## src/rtl/seq_divider.sv

```systemverilog
// Sequential restoring divider: 2N-bit dividend / N-bit divisor -> 2N-bit quotient, N-bit remainder.
// One quotient bit per cycle, start/busy/done handshake, one operation in flight.
module seq_divider #(
    parameter int unsigned N = 4
) (
    input  logic             clk,
    input  logic             rst_n,
    input  logic             start_i,
    input  logic [2*N-1:0]   dividend_i,
    input  logic [N-1:0]     divisor_i,
    output logic             busy_o,
    output logic             done_o,
    output logic [2*N-1:0]   quotient_o,
    output logic [N-1:0]     remainder_o,
    output logic             dbz_o
);

    localparam int unsigned QW = 2 * N;
    localparam int unsigned CW = (QW > 1) ? $clog2(QW) : 1;

    typedef enum logic {
        IDLE = 1'b0,
        RUN  = 1'b1
    } state_e;

    state_e          state_q, state_d;
    logic [QW-1:0]   shreg_q, shreg_d;
    logic [N-1:0]    dvs_q, dvs_d;
    logic [N-1:0]    rem_q, rem_d;
    logic [CW-1:0]   cnt_q, cnt_d;
    logic            zdiv_q, zdiv_d;
    logic            busy_q, busy_d;
    logic            done_q, done_d;
    logic [QW-1:0]   quo_q, quo_d;
    logic [N-1:0]    remo_q, remo_d;
    logic            dbz_q, dbz_d;

    logic [N:0]      r_shift;
    logic [N:0]      trial;
    logic [QW-1:0]   shreg_next;
    logic [N-1:0]    rem_next;

    // One restoring step: shift in the next dividend bit, try to subtract the divisor.
    always_comb begin
        r_shift    = {rem_q, shreg_q[QW-1]};
        trial      = r_shift - {1'b0, dvs_q};
        shreg_next = {shreg_q[QW-2:0], ~trial[N]};
        rem_next   = trial[N] ? r_shift[N-1:0] : trial[N-1:0];
    end

    always_comb begin
        state_d = state_q;
        shreg_d = shreg_q;
        dvs_d   = dvs_q;
        rem_d   = rem_q;
        cnt_d   = cnt_q;
        zdiv_d  = zdiv_q;
        busy_d  = busy_q;
        done_d  = 1'b0;
        quo_d   = quo_q;
        remo_d  = remo_q;
        dbz_d   = dbz_q;

        case (state_q)
            IDLE: begin
                if (start_i) begin
                    shreg_d = dividend_i;
                    dvs_d   = divisor_i;
                    rem_d   = '0;
                    cnt_d   = '0;
                    busy_d  = 1'b1;
                    state_d = RUN;
                    if (divisor_i == '0) begin
                        zdiv_d = 1'b1;
                    end else begin
                        zdiv_d = 1'b0;
                        dbz_d  = 1'b0;
                    end
                end
            end
            RUN: begin
                if (zdiv_q) begin
                    // Zero divisor resolves in a single cycle with a saturated quotient.
                    quo_d   = '1;
                    remo_d  = shreg_q[N-1:0];
                    dbz_d   = 1'b1;
                    done_d  = 1'b1;
                    busy_d  = 1'b0;
                    zdiv_d  = 1'b0;
                    state_d = IDLE;
                end else begin
                    shreg_d = shreg_next;
                    rem_d   = rem_next;
                    cnt_d   = cnt_q + CW'(1);
                    if (cnt_q == CW'(QW - 1)) begin
                        quo_d   = shreg_next;
                        remo_d  = rem_next;
                        done_d  = 1'b1;
                        busy_d  = 1'b0;
                        state_d = IDLE;
                    end
                end
            end
            default: state_d = IDLE;
        endcase
    end

    always_ff @(posedge clk) begin
        if (!rst_n) begin
            state_q <= IDLE;
            shreg_q <= '0;
            dvs_q   <= '0;
            rem_q   <= '0;
            cnt_q   <= '0;
            zdiv_q  <= 1'b0;
            busy_q  <= 1'b0;
            done_q  <= 1'b0;
            quo_q   <= '0;
            remo_q  <= '0;
            dbz_q   <= 1'b0;
        end else begin
            state_q <= state_d;
            shreg_q <= shreg_d;
            dvs_q   <= dvs_d;
            rem_q   <= rem_d;
            cnt_q   <= cnt_d;
            zdiv_q  <= zdiv_d;
            busy_q  <= busy_d;
            done_q  <= done_d;
            quo_q   <= quo_d;
            remo_q  <= remo_d;
            dbz_q   <= dbz_d;
        end
    end

    assign busy_o      = busy_q;
    assign done_o      = done_q;
    assign quotient_o  = quo_q;
    assign remainder_o = remo_q;
    assign dbz_o       = dbz_q;

endmodule
```

## config.mk

```make
export PLATFORM = sky130hd
export DESIGN_NAME = seq_divider
export DESIGN_NICKNAME = d
export VERILOG_FILES = /design/src/rtl/seq_divider.sv
export SDC_FILE = /design/constraint.sdc
export NUM_CORES = 1
export LEC_CHECK = 0
export CAP_MARGIN = 20
export CORE_UTILIZATION = 45
export DETAILED_ROUTE_END_ITERATION = 12
export PLACE_DENSITY = 0.7
export SYNTH_ARGS = -nofsm -noshare
export SYNTH_HDL_FRONTEND = slang
export SYNTH_SLANG_ARGS = --single-unit
export TNS_END_PERCENT = 50
```

## constraint.sdc

```tcl
create_clock -name clk -period 3 [get_ports clk]
set_input_delay 0.45 -clock clk [delete_from_list [all_inputs] [get_ports clk]]
set_output_delay 0.45 -clock clk [all_outputs]
set_load 0.01 [all_outputs]
```

# After elaboration in Yosys (flattened, before gate mapping)
# Cells that the tools add are included.
[totals]
word_cells = 60
input_bits = 15
out_inout_bits = 15
register_bits = 36
[classes]
eq_ne = 6
n_bitwise = 2
muxes = 31
addsub = 2
reduce_logical = 8
[op_table]
columns = ["cell", "n"]
rows = [
  ["2-to-1 mux 8 bit", 4],
  ["2-to-1 mux 4 bit", 5],
  ["one-hot mux 8 bit (2 select lines)", 1],
  ["2-to-1 mux 1 bit", 13],
  ["AND reduction 2 bit", 5],
  ["one-hot mux 1 bit (2 select lines)", 4],
  ["one-hot mux 4 bit (2 select lines)", 1],
  ["2-to-1 mux 3 bit", 2],
  ["inequality test 2 bit, second input constant", 3],
  ["one-hot mux 3 bit (2 select lines)", 1],
  ["subtractor 5 x 4 -> 5 bit", 1],
  ["zero test 4 bit", 1],
  ["adder 3 x 1 -> 3 bit, second input constant", 1],
  ["== test 3 bit, second input constant", 1],
  ["inequality test 3 x 1 -> 1 bit, second input constant", 1],
  ["AND reduction 3 bit", 1],
  ["inequality test 2 x 1 -> 1 bit, second input constant", 1],
  ["NOT 1 bit", 2],
  ["nonzero test 2 bit", 1],
]

# Logic depth before layout (Yosys ltp)
# Gate-level depths: netlist (run 1).
[logic_depth]
word_depth = 4
ltp_mapped = 8
mapped_depth_nobuf = 8

# Least setup slack after synthesis (run 1)
# Ideal clock, no wire load.
[synth_path]
path_kind = "register -> register"
from = "reg shreg_q[7]"
to = "reg rem_q[1]"
setup_time_ps = 69
required_ps = 2931
n_path_buf = 0
t_arrival_ps = 2003
synth_period_minus_slack_ps = 2072
stages_incl_launch_ff = 9
path_slack_ps = 928
cell_sequence = "dfxtp_1 -> inv_1 -> ha_1 -> fa_1 -> nand2b_1 -> a21oi_2 -> xor2_4 -> mux2_4 -> o21ai_1"
[synth_between]
elab_chain_len = 4
[synth_rtl]
columns = ["element", "line", "rtl"]
rows = [
  ["from (decl)", "27", "logic [QW-1:0] shreg_q, shreg_d;"],
  ["from (signal assigned)", "123", "shreg_q <= shreg_d;"],
  ["subtractor 5 x 4 -> 5 bit", "46", "trial = r_shift - {1'b0, dvs_q};"],
  ["2-to-1 mux 4 bit", "48", "rem_next = trial[N] ? r_shift[N-1:0] : trial[N-1:0];"],
  ["2-to-1 mux 4 bit", "82", "if (zdiv_q) begin"],
  ["one-hot mux 4 bit (2 select lines)", "64", "case (state_q)"],
  ["to (signal assigned)", "125", "rem_q <= rem_d;"],
  ["to (decl)", "29", "logic [N-1:0] rem_q, rem_d;"],
]
# Every way passes these cells. The select of a mux whose other input is x is not followed.
# A chain may end at the register's enable or synchronous reset.

# Final worst setup path (run 1)
[layout_path]
from = "reg shreg_q[7]"
to = "reg remo_q[0] (netlist: remainder_o[0])"
[layout_between]
elab_chain_len = 4
[layout_rtl]
columns = ["element", "line", "rtl"]
rows = [
  ["subtractor 5 x 4 -> 5 bit", "46", ""],
  ["2-to-1 mux 4 bit (*)", "48", ""],
  ["2-to-1 mux 4 bit (*)", "95", "if (cnt_q == CW'(QW - 1)) begin"],
  ["2-to-1 mux 4 bit (*)", "82", ""],
  ["to (signal assigned)", "131", "remo_q <= remo_d;"],
  ["to (decl)", "35", "logic [N-1:0] remo_q, remo_d;"],
]
# Mark *: on every way between the ends. The rest lies on a longest branch, timed or not. The select of a mux whose other input is x is not followed.

==> flow_summary.json, run 1 <==
{
  "outcome": "completed",
  "globalRouteTotalUtil": 0.219,
  "path_cells": "inv_1 > ha_1 > fa_1 > nand2b_1 > a21oi_2 > xor2_4 > mux2_4 > o22ai_1",
  "crit_arrival_ns": 2.48,
  "start_util": 0.484,
  "dp_hpwl_mm": 2.93,
  "crit_path_start_kind": "flop",
  "hold_class": "flop to flop",
  "routedWlPerCell_um": 15.0,
  "max_cap_violations": 0,
  "max_stage_delay_ns": 0.40,
  "slew_headroom": 0.598,
  "yosysUniqueCellTypes": 36,
  "tightest_slew_ns": 0.602,
  "cts_hold_buf": 0,
  "layout_commonest_cell": "dfxtp_1",
  "grt_pass1_wl_mm": 6.82,
  "worstSetupPathType": "flop to flop",
  "hold_violations": 0,
  "p_total_uw": 1140,
  "synth_top_family_by_area": "compound AO/OA/AOI/OAI gates",
  "synth.area.top_cells": "dfxtp_1 43%, a21oi_1 6.0%, mux2i_1 5.4%",
  "setup_viol": 0,
  "worstPathRequired_ns": 3.22,
  "dr.pass1.iters": 4,
  "cts_tree": "yes",
  "place_congestion": 0.851,
  "p_seq_frac": 0.465,
  "finClkSkew_ns": 0.00375,
  "fillers": 318,
  "powerDensity_nw_per_um2": 539,
  "synth_fa_ha_area_frac": 0.0566,
  "antenna_found_initial": 0,
  "fp.dieArea_um2": 3980,
  "synth_seq_cells": 36,
  "p_sw_uw": 298,
  "fin_util": 0.610,
  "fmax_mhz": 442,
  "clk_latency_ns": 0.29,
  "grt-ovfl-total": 0,
  "top_level_ports": 30,
  "vias_per_cell": 5.55,
  "io_buffers": 29,
  "rows": 21,
  "busiest_layer": "met2",
  "slowest_stage": "fa_1",
  "syn_inst": 189,
  "synthMuxAreaShare": 0.0849,
  "dpl.cell_count": 257,
  "swShare": 0.262,
  "yosys.area.top_type": "dfxtp_1",
  "post_cts_resized": 0,
  "grt_max_degree": 21,
  "finalCriticalPeriod_ns": 2.26,
  "diodes": 0,
  "syn_nets": 211,
  "placed_cell_area_um2": 2010,
  "path_clk_slew_ns": 0.07,
  "stdcell_count": 265,
  "postCtsSetupRepairBufs": 0,
  "synth_seq_area_share": 0.429,
  "yosys.area_share.simple": 0.143,
  "synth_area_um2": 1680,
  "grt_pass1_vias": 1512,
  "yosysWarningCount": 0,
  "drive_gt1_frac": 0.0822,
  "finalCritPeriodShare": 0.755,
  "internal_power_uw": 843,
  "multi_input_area_um2": 885,
  "clk_path_buf_depth": 2,
  "cp_max_fo": 6,
  "p_leak_uw": 0.000768,
  "ff_latch_area_um2": 721,
  "routed_wl_mm": 3.98,
  "coreArea_um2": 3470,
  "areaGrowthSynthToFinish_pct": 26.0,
  "synthXorXnorAreaFrac": 0.0320,
  "p_clk_frac": 0.367,
  "die_x_um": 63.1,
  "die_h_um": 63.1,
  "htree_levels": 2,
  "root_buffer": "clkbuf_8",
  "drv_slew": 0,
  "num_vias": 1472,
  "tns_ns": 0,
  "ant_nets": 0,
  "ir_drop_v": 0.000304,
  "crit_path_end_kind": "flop",
  "use_met2": 0.368,
  "use_met1": 0.273,
  "rrSetupSlack_ns": 0.74,
  "synth.top_cell.area_share": 0.429,
  "syn_avg_cell_area_um2": 8.89,
  "synth_compound_area_frac": 0.210,
  "drc": 0,
  "rsz0062_at_grt": "false",
  "final_nets": 240,
  "numCtsBuffers": 5,
  "combPwrFrac": 0.168,
  "use_met3": 0.0362,
  "layout_common_cells": "36 x dfxtp_1, 29 x clkdlybuf4s50_1, 22 x nor2_1",
  "cts.sinks": 36,
  "fin_area_um2": 2120,
  "drt-initial-drc-count": 64
}
metal layers:
| layer | part of all wire | wire [um] |
|---|---|---|
| met1 | 0.48 | 1890 |
| met2 | 0.48 | 1920 |
| met3 | 0.024 | 94 |
| met4 | 0.017 | 68 |
| met5 | 0 | 0 |
through the flow:
| step | hold WS [ns] | setup slack (ns) |
|---|---|---|
| global placement | 0.449 | 0.856 |
| global route | 0.506 | 0.625 |
| floorplan | 0.436 | 0.928 |
| CTS | 0.469 | 0.733 |
| finish | 0.463 | 0.735 |
| detailed placement | 0.459 | 0.750 |
path summary, 6_finish.rpt:
| path | from | to | cells after the start |
|---|---|---|---|
| max | shreg_q[7] | remainder_o[0] | 8 |
| min | dvs_q[2] | dvs_q[2] | 2 |
| max reg2reg | shreg_q[7] | remainder_o[0] | 8 |
| min reg2reg | dvs_q[2] | dvs_q[2] | 2 |
Yosys cell counts:
master and n:
a211oi_1 7, a21oi_1 20, a21oi_2 1, a31oi_1 1
a32oi_1 3, and2b_1 1, buf_1 1, buf_2 3
buf_4 1, clkbuf_1 6, clkinv_1 1, dfxtp_1 36
fa_1 1, ha_1 6, inv_1 6, mux2_2 2
mux2_4 2, mux2i_1 9, nand2_1 13, nand2b_1 2
nand2b_2 1, nand3_1 5, nor2_1 22, nor2b_1 3
nor3b_1 3, o21ai_0 10, o21ai_1 3, o221ai_1 1
o22ai_1 11, o31ai_1 1, o32ai_1 1, or3_1 1
or4_1 1, xnor2_1 2, xor2_1 1, xor2_4 1
critical path: cells and delay by family (launching register included):
| family | cells | cell delay, ns |
|---|---|---|
| AO/OA/AOI/OAI | 2 | 0.36 |
| XOR/XNOR | 1 | 0.30 |
| adder cells (fa/ha/maj) | 2 | 0.62 |
| buffers and inverters | 1 | 0.06 |
| flip-flops | 1 | 0.33 |
| multiplexers | 1 | 0.34 |
| AND/OR/NAND/NOR | 1 | 0.18 |
final cells by class:
cell class,instances,share of cell area
inverters,7,0.0124
clock inverters,2,0.0165
clock buffers,6,0.0343
flip-flops and latches,36,0.340
well taps,46,0.0272
multi-input cells,135,0.418
repair buffers,33,0.151
cells by family after synthesis:
logic type,after synthesis
mux,13
fa+ha+maj,7
buf+inv,18
flops,36
compound gates,59
xor+xnor,4
simple gates,52
power by group through the flow:
stage	logic (uW)	clock network (uW)	registers (uW)
final	192	418	530
after CTS	193	427	530
after global placement	183	0	540
after floorplan	145	0	529
after detailed placement	192	0	541
after global routing	214	444	534
registers in the layout, summed over array words and instances, names as in the netlist:
register and flops:
dvs_q 4, dbz_o 1, cnt_q 3, state_q 1, remainder_o 4, zdiv_q 1, rem_q 4, busy_o 1
quotient_o 8, shreg_q 8, done_o 1
Power figures use the tool's default switching activity.
==> inputs of run 2 (changes only) <==
--- a/config.mk
+++ b/config.mk
@@ -8,7 +8,7 @@
 export CAP_MARGIN = 20
 export CORE_UTILIZATION = 45
 export DETAILED_ROUTE_END_ITERATION = 12
-export PLACE_DENSITY = 0.7
+export PLACE_DENSITY = 0.73
 export SYNTH_ARGS = -nofsm -noshare
 export SYNTH_HDL_FRONTEND = slang
 export SYNTH_SLANG_ARGS = --single-unit
==> constraint.sdc (replaced) <==
create_clock -name clk -period 2 [get_ports clk]
set_input_delay 0.3 -clock clk [delete_from_list [all_inputs] [get_ports clk]]
set_output_delay 0.3 -clock clk [all_outputs]
set_load 0.01 [all_outputs]
==> run 2 against run 1 <==
The run now ends with setup timing left. Routed wire length is 6.4% higher. Maximum frequency is 12% higher. First-iteration DRC count is 36% higher. Clock skew is 0.00083 ns lower. Critical path type unchanged. Largest power group unchanged.
==> flow_summary.json, run 2 (synthesized netlist as in run 1, its figures left out) <==
{
  "outcome": "complete, but fails checks",
  "failed_checks": "setup timing",
  "layout_common_cells": "35 x dfxtp_1, 29 x clkdlybuf4s50_1, 22 x nor2_1",
  "die_h_um": 63.1,
  "hold_violations": 0,
  "io_buffers": 29,
  "drt-initial-drc-count": 87,
  "max_stage_delay_ns": 0.36,
  "clk_path_buf_depth": 2,
  "worst_slack_ns": -0.0168,
  "routedWlPerCell_um": 15.3,
  "p_leak_uw": 0.000825,
  "dr_wl_met2_mm": 2.05,
  "dp_hpwl_mm": 3.14,
  "min_from": "dvs_q[2]",
  "whs_ns": 0.472,
  "globalRouteTotalUtil": 0.235,
  "crit_family": "adder cells",
  "fin_area_um2": 2240,
  "coreArea_um2": 3470,
  "path_cells": "inv_2 > ha_4 > fa_2 > nand2b_4 > a21oi_4 > xor2_4 > mux2_4 > o32ai_2",
  "num_vias": 1541,
  "max_cap_violations": 0,
  "finalCritPeriodShare": 1.01,
  "slowest_stage": "mux2_4",
  "placed_cell_area_um2": 2090,
  "crit_start": "shreg_q[7]",
  "pre_cts_ws_ns": -0.134,
  "cts.sinks": 36,
  "drive_gt1_frac": 0.170,
  "grt_pass1_vias": 1571,
  "hold_class": "flop to flop",
  "finClkSkew_ns": 0.00292,
  "drc": 0,
  "rows": 21,
  "tns_ns": -0.0382,
  "worst-path-stages": 8,
  "cts_hold_buf": 0,
  "dpl.cell_count": 265,
  "r2r-end": "rem_q[0]",
  "stdcell_count": 276,
  "drv_slew": 0,
  "rrSetupSlack_ns": -0.02,
  "areaGrowthSynthToFinish_pct": 33.1,
  "diodes": 0,
  "setup.worst_path.end": "rem_q[0]",
  "grt_pass1_wl_mm": 7.09,
  "fp.dieArea_um2": 3980,
  "path_clk_slew_ns": 0.07,
  "ant_nets": 0,
  "worstSetupPathType": "flop to flop",
  "r2r_cells": 8,
  "slew_headroom": 0.627,
  "layout_commonest_cell": "dfxtp_1",
  "numCtsBuffers": 5,
  "vias_per_cell": 5.58,
  "worstPathRequired_ns": 2.20,
  "tightest_slew_ns": 0.554,
  "cp_max_fo": 5,
  "r2r-start": "shreg_q[7]",
  "start_util": 0.484,
  "finalCriticalPeriod_ns": 2.02,
  "die_x_um": 63.1,
  "final_nets": 251,
  "antenna_found_initial": 0,
  "routed_wl_mm": 4.23,
  "dr.pass1.iters": 4,
  "powerDensity_nw_per_um2": 755,
  "fmax_mhz": 496,
  "dr.max_layer_used": "met4",
  "grt_max_degree": 16,
  "path_buf_inv": 1,
  "crit_path_start_kind": "flop",
  "cts_tree": "yes",
  "fillers": 310,
  "crit_path_end_kind": "flop",
  "root_buffer": "clkbuf_8",
  "route.met3.wl_um": 264,
  "setup_viol": 4,
  "crit_arrival_ns": 2.22,
  "ir_drop_v": 0.000500,
  "met1Wirelength_mm": 1.81,
  "clk_latency_ns": 0.29,
  "rsz0062_at_grt": "true",
  "top_level_ports": 30,
  "htree_levels": 2,
  "place_congestion": 0.797,
  "grt-ovfl-total": 0
}
[run 2: worst register-to-register path: cells and delay by family (launching register included)]
kind / cells / cell delay (ns)
buf+inv: 1 / 0.05
simple gates: 1 / 0.16
xor+xnor: 1 / 0.29
flops: 1 / 0.34
mux: 1 / 0.36
compound gates: 2 / 0.26
fa+ha+maj: 2 / 0.49
[run 2: area by class of cell]
cell class	count	area, um2	share of cell area
multi-input cells	135	936	0.418
flip-flops and latches	36	722	0.323
repair buffers	44	403	0.180
clock buffers	6	82.6	0.0369
well taps	46	57.6	0.0257
inverters	7	26.3	0.0117
clock inverters	2	10.0	0.00447
[run 2: stage by stage]
step,utilization,power (uW)
after global routing,0.645,1760
final,0.645,1690
after global placement,0.602,1130
after detailed placement,0.602,1140
after floorplan,-,1020
after CTS,0.643,1690
[run 2: repair_timing]
| item | in CTS | in global routing |
|---|---|---|
| gates resized for setup | 7 | 0 |
| setup buffers | 2 | 1 |
| pin swaps | 8 | 0 |
| gates cloned | 0 | 0 |
| endpoints found under the setup margin | 10 | 10 |
[run 2: report_power, final]
part | internal [uW] | switching [uW]
registers | 754 | 42.3
clock network | 275 | 259
logic | 183 | 176
[run 2: worst min-delay path by stage]
stage	cells after the start	to	slack, ns
5_1_grt	2	dvs_q[3]	0.50
4_1_cts	2	dvs_q[2]	0.48
2_1_floorplan	2	dvs_q[2]	0.44
3_5_place_dp	2	dvs_q[2]	0.47
6_report	2	dvs_q[2]	0.47
3_3_place_gp	2	dvs_q[3]	0.45
[run 2: metal layers]
layer / global-route usage / vias to the layer above
li1: - / 755
met1: 0.264 / 723
met2: 0.405 / 52
met3: 0.0562 / 11
met4: 0.128 / 0
met5: 0 / -
